`config.mk`:
```
export PLATFORM = sky130hd
export DESIGN_NAME = fifo_upsizing
export DESIGN_NICKNAME = d
export VERILOG_FILES = /design/src/rtl/fifo_upsizing.sv
export SDC_FILE = /design/constraint.sdc
export NUM_CORES = 2
export LEC_CHECK = 0
export BUFFER_PORTS_ARGS = -buffer_cell sky130_fd_sc_hd__buf_2
export CAP_MARGIN = 10
export CORE_MARGIN = 2
export CORE_UTILIZATION = 50
export CTS_CLUSTER_DIAMETER = 100
export DETAILED_ROUTE_END_ITERATION = 10
export GPL_TIMING_DRIVEN = 1
export HOLD_SLACK_MARGIN = 0.15
export PLACE_DENSITY = 0.69
export SYNTH_ARGS = -nofsm -noshare
export SYNTH_HDL_FRONTEND = slang
export SYNTH_SLANG_ARGS = --single-unit
```
`constraint.sdc`:
```
create_clock -name clk -period 16.5 [get_ports clk]
set_input_delay 4.95 -clock clk [delete_from_list [all_inputs] [get_ports clk]]
set_output_delay 4.95 -clock clk [all_outputs]
set_load 0.02 [all_outputs]
```
`src/rtl/fifo_upsizing.sv`:
```
`default_nettype none
// ============================================================================
// Module   : fifo_upsizing
// Brief    : Packs narrow beats into wide words and queues them in a FIFO
//            with a registered wide-side read port.
// Revision : 1.0
// ============================================================================
module fifo_upsizing #(
    parameter int MEM_DEPTH           = 16,
    parameter int DATA_WIDTH_IN       = 32,
    parameter int DATA_WIDTH_OUT      = 128,
    parameter int EXTRA_DATA_WIDTH    = 8,
    parameter int NEARLY_FULL_THRESH  = 12,
    parameter int NEARLY_EMPTY_THRESH = 2,
    localparam int RATIO              = DATA_WIDTH_OUT / DATA_WIDTH_IN,
    localparam int DST_W              = $clog2(RATIO)
) (
    input  logic                                       clk,
    input  logic                                       rst,
    input  logic [DST_W-1:0]                           wr_dst,
    input  logic                                       wr_en,
    input  logic                                       wr_commit,
    input  logic [DATA_WIDTH_IN+EXTRA_DATA_WIDTH-1:0]  data_in,
    input  logic                                       rd_en,
    output logic [DATA_WIDTH_OUT+EXTRA_DATA_WIDTH-1:0] data_out,
    output logic [RATIO-1:0]                           lane_valid_out,
    output logic [RATIO-1:0]                           pack_lanes,
    output logic                                       fifo_full,
    output logic                                       fifo_empty,
    output logic                                       fifo_nearly_full,
    output logic                                       fifo_nearly_empty,
    output logic                                       fifo_one_from_full
);

    // Tiny depths collapse to a fixed 4-entry FIFO with fixed thresholds.
    localparam bit SMALL        = ($clog2(MEM_DEPTH) < 2);
    localparam int FIFO_SIZE    = SMALL ? 4 : MEM_DEPTH;
    localparam int NEARLY_FULL  = SMALL ? 3 : NEARLY_FULL_THRESH;
    localparam int NEARLY_EMPTY = SMALL ? 1 : NEARLY_EMPTY_THRESH;
    localparam int PTR_W        = $clog2(FIFO_SIZE);
    localparam int CNT_W        = $clog2(FIFO_SIZE + 1);
    localparam int WORD_W       = DATA_WIDTH_OUT + EXTRA_DATA_WIDTH;
    localparam int ENTRY_W      = WORD_W + RATIO;

    localparam logic [CNT_W-1:0] C_FULL_CNT  = CNT_W'(FIFO_SIZE);
    localparam logic [CNT_W-1:0] C_OFF_CNT   = CNT_W'(FIFO_SIZE - 1);
    localparam logic [CNT_W-1:0] C_NF_CNT    = CNT_W'(NEARLY_FULL);
    localparam logic [CNT_W-1:0] C_NE_CNT    = CNT_W'(NEARLY_EMPTY);
    localparam logic [PTR_W-1:0] C_PTR_LAST  = PTR_W'(FIFO_SIZE - 1);
    localparam logic [DST_W-1:0] C_LAST_LANE = DST_W'(RATIO - 1);

    logic [ENTRY_W-1:0]          mem_q [FIFO_SIZE];
    logic [PTR_W-1:0]            wrptr_q, wrptr_d;
    logic [PTR_W-1:0]            rdptr_q, rdptr_d;
    logic [CNT_W-1:0]            count_q, count_d;
    logic [DATA_WIDTH_OUT-1:0]   pack_q, pack_d;
    logic [RATIO-1:0]            pack_lanes_q, pack_lanes_d;
    logic [WORD_W-1:0]           data_out_q, data_out_d;
    logic [RATIO-1:0]            lane_valid_q, lane_valid_d;

    logic [DATA_WIDTH_IN-1:0]    w_beat;
    logic [EXTRA_DATA_WIDTH-1:0] w_extra;
    logic [DATA_WIDTH_OUT-1:0]   w_merged_word;
    logic [RATIO-1:0]            w_merged_lanes;
    logic                        w_acc;
    logic                        w_commit;
    logic                        w_pop;

    assign w_beat   = data_in[DATA_WIDTH_IN-1:0];
    assign w_extra  = data_in[DATA_WIDTH_IN +: EXTRA_DATA_WIDTH];
    assign w_acc    = wr_en & ~fifo_full;
    assign w_commit = w_acc & (wr_commit | (wr_dst == C_LAST_LANE));
    assign w_pop    = rd_en & ~fifo_empty;

    // The committed word must include the beat arriving this cycle.
    always_comb begin
        w_merged_word                                      = pack_q;
        w_merged_word[wr_dst*DATA_WIDTH_IN +: DATA_WIDTH_IN] = w_beat;
        w_merged_lanes                                     = pack_lanes_q;
        w_merged_lanes[wr_dst]                             = 1'b1;
    end

    always_comb begin
        pack_d       = pack_q;
        pack_lanes_d = pack_lanes_q;
        wrptr_d      = wrptr_q;
        rdptr_d      = rdptr_q;
        count_d      = count_q;
        data_out_d   = data_out_q;
        lane_valid_d = lane_valid_q;

        if (w_commit) begin
            pack_d       = '0;
            pack_lanes_d = '0;
            wrptr_d      = (wrptr_q == C_PTR_LAST) ? '0 : wrptr_q + PTR_W'(1);
        end else if (w_acc) begin
            pack_d       = w_merged_word;
            pack_lanes_d = w_merged_lanes;
        end

        if (w_pop) begin
            {data_out_d, lane_valid_d} = mem_q[rdptr_q];
            rdptr_d = (rdptr_q == C_PTR_LAST) ? '0 : rdptr_q + PTR_W'(1);
        end

        case ({w_commit, w_pop})
            2'b10:   count_d = count_q + CNT_W'(1);
            2'b01:   count_d = count_q - CNT_W'(1);
            default: count_d = count_q;
        endcase
    end

    always_ff @(posedge clk) begin
        if (!rst) begin
            wrptr_q      <= '0;
            rdptr_q      <= '0;
            count_q      <= '0;
            pack_q       <= '0;
            pack_lanes_q <= '0;
            data_out_q   <= '0;
            lane_valid_q <= '0;
        end else begin
            wrptr_q      <= wrptr_d;
            rdptr_q      <= rdptr_d;
            count_q      <= count_d;
            pack_q       <= pack_d;
            pack_lanes_q <= pack_lanes_d;
            data_out_q   <= data_out_d;
            lane_valid_q <= lane_valid_d;
        end
    end

    // Storage carries no reset; only entries behind a commit are ever read.
    always_ff @(posedge clk) begin
        if (rst && w_commit) begin
            mem_q[wrptr_q] <= {w_extra, w_merged_word, w_merged_lanes};
        end
    end

    assign data_out           = data_out_q;
    assign lane_valid_out     = lane_valid_q;
    assign pack_lanes         = pack_lanes_q;
    assign fifo_full          = (count_q == C_FULL_CNT);
    assign fifo_empty         = (count_q == '0);
    assign fifo_nearly_full   = (count_q >= C_NF_CNT);
    assign fifo_nearly_empty  = (count_q <= C_NE_CNT);
    assign fifo_one_from_full = (count_q == C_OFF_CNT);

endmodule
`default_nettype wire

```
[Word-level counts from Yosys, hierarchy flattened]
Memories as Yosys holds them, arrays and structs flattened. A register that Yosys moved wholly into a read port is not among the register bits.
Index checks and enable logic that the tools add are counted.
Word-level totals
  flip-flop bits (word level): 145
  RAM bits: 2240
  input bits: 47
  output and inout port bits: 149
  logic and storage cells: 46
  memories kept: 1
Cells by class
  add/sub/neg operators: 5
  order comparisons: 4
  equality and inequality tests: 7
  shift operators: 2
  mux-type cells: 8
  bitwise logic cells: 8
  reduce and logical (&&, ||, !) cells: 6
Memories
  mem_q: depth 16, width 140, rd ports 1, clocked after memory_dff 1, wr ports 1, RTL line 52  | logic [ENTRY_W-1:0] mem_q [FIFO_SIZE];
Operators with widths (count)
  $bwmux 128: 1
  $shift 32x34->128 const A: 1
  $shiftx 32x34->128: 1
  $neg 7->34: 1
  $pmux 5 s2: 1
  $add 4x1->4 const B: 2
  $eq 4x4->1 const B: 2
  $mux 4: 2
  $add 5x1->5 const B: 1
  $eq 5x4->1 const B: 1
  $eq 5x5->1 const B: 1
  $ge 5x4->1 const B: 1
  $le 5x2->1 const B: 1
  $logic_not 5->1: 1
  $sub 5x1->5 const B: 1
  $eq 2x2->1 const B: 2
  $or 4x4->4: 1
  $and 1x1->1: 3
  $lt 2x3->1 const B: 1
  $mux 1: 3
  $not 1->1: 3
  $demux 1 s2: 1
  $eq 2x1->1 const B: 1
  $ge 2x1->1 const B: 1
  other kinds (5): 6

[Logic depth before layout (Yosys ltp)]
  depth in word-level cells: 7
  depth in mapped cells: 12
  gate-level depth less buffers: 12

[Worst setup path after synthesis]
Ideal clock, no wire load.
  path kind: in2reg
  from: input wr_dst[0]
  to: memory mem_q[0][0] in the netlist's numbering (enable)
  setup time: 0.641 ns
  arrival time: 12.116 ns
  setup slack: 3.743 ns
  stages: 6
  cells stage by stage: ha_1 nor2_1 a211oi_1 inv_1 or3_1 nor2_1
Between the ends
  word-level cells in the longest chain between the ends: 6
Ends and longest elaborated chain
  from (decl): RTL line 20  | input logic [DST_W-1:0] wr_dst,
  $eq 2x2->1: RTL line 72  | assign w_commit = w_acc & (wr_commit | (wr_dst == C_LAST_LANE));
  $or 1x1->1: RTL line 72
  $and 1x1->1: RTL line 72
  $logic_and 1x1->1: RTL line 135  | if (rst && w_commit) begin
  $mux 1: RTL line 135
  $mux 1 (not written as such): RTL line 136  | mem_q[wrptr_q] <= {w_extra, w_merged_word, w_merged_lanes};
  to (decl): RTL line 52
Every way passes these cells.

[Final worst setup path]
  from: input wr_en
  to: memory mem_q[0][133] in the netlist's numbering (enable)
Between the ends
  word-level cells in the longest chain between the ends: 5
Ends and longest elaborated chain
  from (decl): RTL line 21  | input logic wr_en,
  $and 1x1->1: RTL line 71  | assign w_acc = wr_en & ~fifo_full;
  $and 1x1->1: RTL line 72
  $logic_and 1x1->1: RTL line 135
  $mux 1: RTL line 135
  $mux 1 (not written as such): RTL line 136
Every way passes these cells.

==> metrics <==
async set-reset flop share out of synthesis 0%; worst skew pair latency 0.88 ns; worst reg2reg path depth 7; CTS Hold Bufs 0; final hold viol count 0; Final min period 9.68 ns; Mapped Cells 4839; unrepaired setup endpoints after global routing false; Sw Ratio 25.4%; Synth Flop Type edfxtp_1; pwr dens 135 nW/µm²; CP Cell Sequence buf_2 -> clkinv_2 -> a211oi_1 -> inv_1 -> or3_1 -> nor2_4 -> buf_4 -> buf_4; Post-CTS Setup Bufs 0; I/O pins 196; hpwl dp 124000 µm; biggest area consumer among synthesized cells edfxtp_1; routed len/inst 30.1 µm; cell with the largest stage delay on the worst path a211oi_1; final setup vio count 0; crit path capture type flip-flop; most frequent cell after synthesis edfxtp_1; relative slew slack 14.4%; H-tree Lvls 4; final worst path period share 58.7%; post-route cell area 108000 µm²; XOR/XNOR Fraction of Synth Area less than 1%; crit path kind in -> reg; Num CTS Buffers 235; gr ovfl total 0; met1 GRT Util 32.2%; number of vias per cell 6.14; Max FO, Critical Path 46; mapped cell area 96100 µm²; post-synthesis compound-gate area fraction between 4 and 5%; Seq/Total Area, Yosys 75.9%; max-slew violation count 0; CTS max path bufs 3; #FFs+latches synth 2525; clk root buf clkbuf_16; gr busiest metal met2; clock skew ~0.033 ns; final antenna-violating net count 0; antenna violations before repair 32; Synth Area in Adders 0.242%; most common library cells after synthesis edfxtp_1, mux4_2, o21ai_0; dpl cell area 100000 µm²; clock sinks 2525; # DRC 0; Critical Path RT 16.99 ns; Hold Path Depth 2; Hold Crit Class reg -> reg; Syn-to-layout area delta 12.4%; Rows 160; Final GP Congestion ~0.8; Peak supply drop around 150 µV; die footprint 196000 µm²; CTS tree yes; Post-Syn Nets 4904; vias 48200; met2 usage in global routing 39.7%; first-pass GRT wire length 342000 µm; synth top area cells edfxtp_1, mux4_2, dfxtp_1, mux2_2, o21ai_0; drt initial violations 5850; outcome complete, no violations; post_cts resized 0; Placeable Area ~190000 µm²; vias in the first global route 48600; crit path DAT 10.18 ns; grt met3 use under 10%; Total Nets Final 5185; Int Power around 11 mW; share of layout cells above drive strength 1 27.4%; Clk pin slew, worst setup/hold paths 0.06 ns; multiplexer area fraction after synthesis 16.2%; Flop pwr share between 50% and 60%; Clk network pwr share approximately 37%; post-synth top area share 70.0%; all-layer global routing usage between 20% and 30%; largest net degree at the start of global routing between 150 and 200; Ys Warns 0; chip height 442 µm; worst-margin pin slew 1.28 ns; DIE WIDTH about 440 µm; syn avg cell area 19.9 µm²; initial core utilization 50.4%; Combinational Power Share 13.1%; First-pass DRT Iterations 6; switching pwr 3.70 mW; Startpoint Class primary input; Final TNS setup 0 ns; main combinational cell family by area after synthesis multiplexers; Synth cell types 48; Max Cap Viol 0; IO buf count 195; fmax 103 MHz; Leakage 34.2 nW; Most common cell on crit path buf_4; Simple-Gate Fraction of Synth Area under 10%; Post-synth EDFFs between 2000 and 2500; crit-path max cell delay 1.13 ns; WL final approximately 240000 µm
-- per-stage QoR --
stage / instances / hold slack (ns) / setup slack, ns / power (mW) / utilization [%]
global route: 7846 / 0.492 / 6.62 / 15.0 / 56.7
CTS: 7839 / 0.474 / 6.88 / 14.7 / 56.7
global placement: 7390 / 0.459 / 6.03 / 9.39 / 52.7
detailed placement: 7390 / 0.466 / 5.96 / 9.41 / 52.7
finish: 7852 / 0.476 / 6.82 / 14.6 / 56.7
floorplan: 4839 / 0.454 / 3.74 / 8.67 / -
-- per-layer routing --
| metal | share of wire [%] | wire length, µm |
|---|---|---|
| met3 | 7.8 | 18500 |
| met4 | 3.4 | 8080 |
| met1 | 39 | 92000 |
| met5 | 0.028 | 67 |
| met2 | 50 | 118000 |
-- cell usage in the layout, fill, tap and decap left out, types with 5 or more instances in the layout --
cell type / count
edfxtp_1: 2240
mux4_2: 560
dfxtp_1: 282
o21ai_0: 254
nand2_1: 239
clkbuf_16: 238
buf_2: 195
inv_1: 169
mux2i_1: 143
mux2_2: 140
buf_4: 126
a22oi_1: 103
a21oi_1: 102
o21ai_1: 82
clkbuf_1: 67
clkinv_2: 50
nor2_1: 39
clkbuf_8: 37
a22oi_2: 36
o21a_1: 33
a211oi_1: 33
clkinv_1: 30
nor2_4: 16
ha_1: 14
buf_12: 13
bufinv_16: 12
diode_2: 9
and2_1: 7
nand3_1: 5
-- registers in the layout, indices dropped and copies added, names as in the netlist --
signal          count
count_q             5
data_out          136
lane_valid_out      4
mem_q            2240
pack_lanes          4
pack_q            128
rdptr_q             4
wrptr_q             4
-- cells by family (layout without fill, tap and decap cells) --
| logic type | Yosys count | after routing |
|---|---|---|
| DFF | 2525 | 2525 |
| adders and majority gates | 18 | 18 |
| and+or+nand+nor | 334 | 334 |
| AOI/OAI and AO/OA | 654 | 654 |
| muxes | 843 | 843 |
| other | 0 | 9 |
| xor gates and xnor gates | 5 | 5 |
| buffers and inverters | 460 | 953 |
-- final cells by class --
| class | count | area (µm²) |
|---|---|---|
| sequential | 2525 | 73000 |
| fill | 13900 | 82500 |
| clock buffer | 342 | 6720 |
| clock inverter | 107 | 938 |
| inverter | 170 | 639 |
| multi-input combinational | 1854 | 21500 |
| tap | 2511 | 3140 |
| timing repair buffer | 334 | 2180 |
| antenna | 9 | 22.5 |
-- power groups by stage --
stage                     sequential [mW]  clock, mW  combinational (mW)
after floorplan                      7.50          0                1.17
after global placement               7.48          0                1.91
after detailed placement             7.48          0                1.93
after CTS                            7.35       5.40                1.93
after global routing                 7.35       5.64                2.03
final                                7.34       5.34                1.91
-- worst paths after layout --
kind                                 start             to  slack [ns]
worst min-delay path            pack_q[84]     pack_q[84]        0.48
worst min register to register  pack_q[84]     pack_q[84]        0.48
worst max register to register  count_q[0]  mem_q[0][133]       11.31
worst max-delay path                 wr_en  mem_q[0][133]        6.82
-- worst max-delay path, delay by kind of cell --
family / cells / cell delay [ns]
compound gates: 1 / 1.13
buf+inv: 5 / 2.58
simple gates: 2 / 1.40
Power figures use the tool's default switching activity.
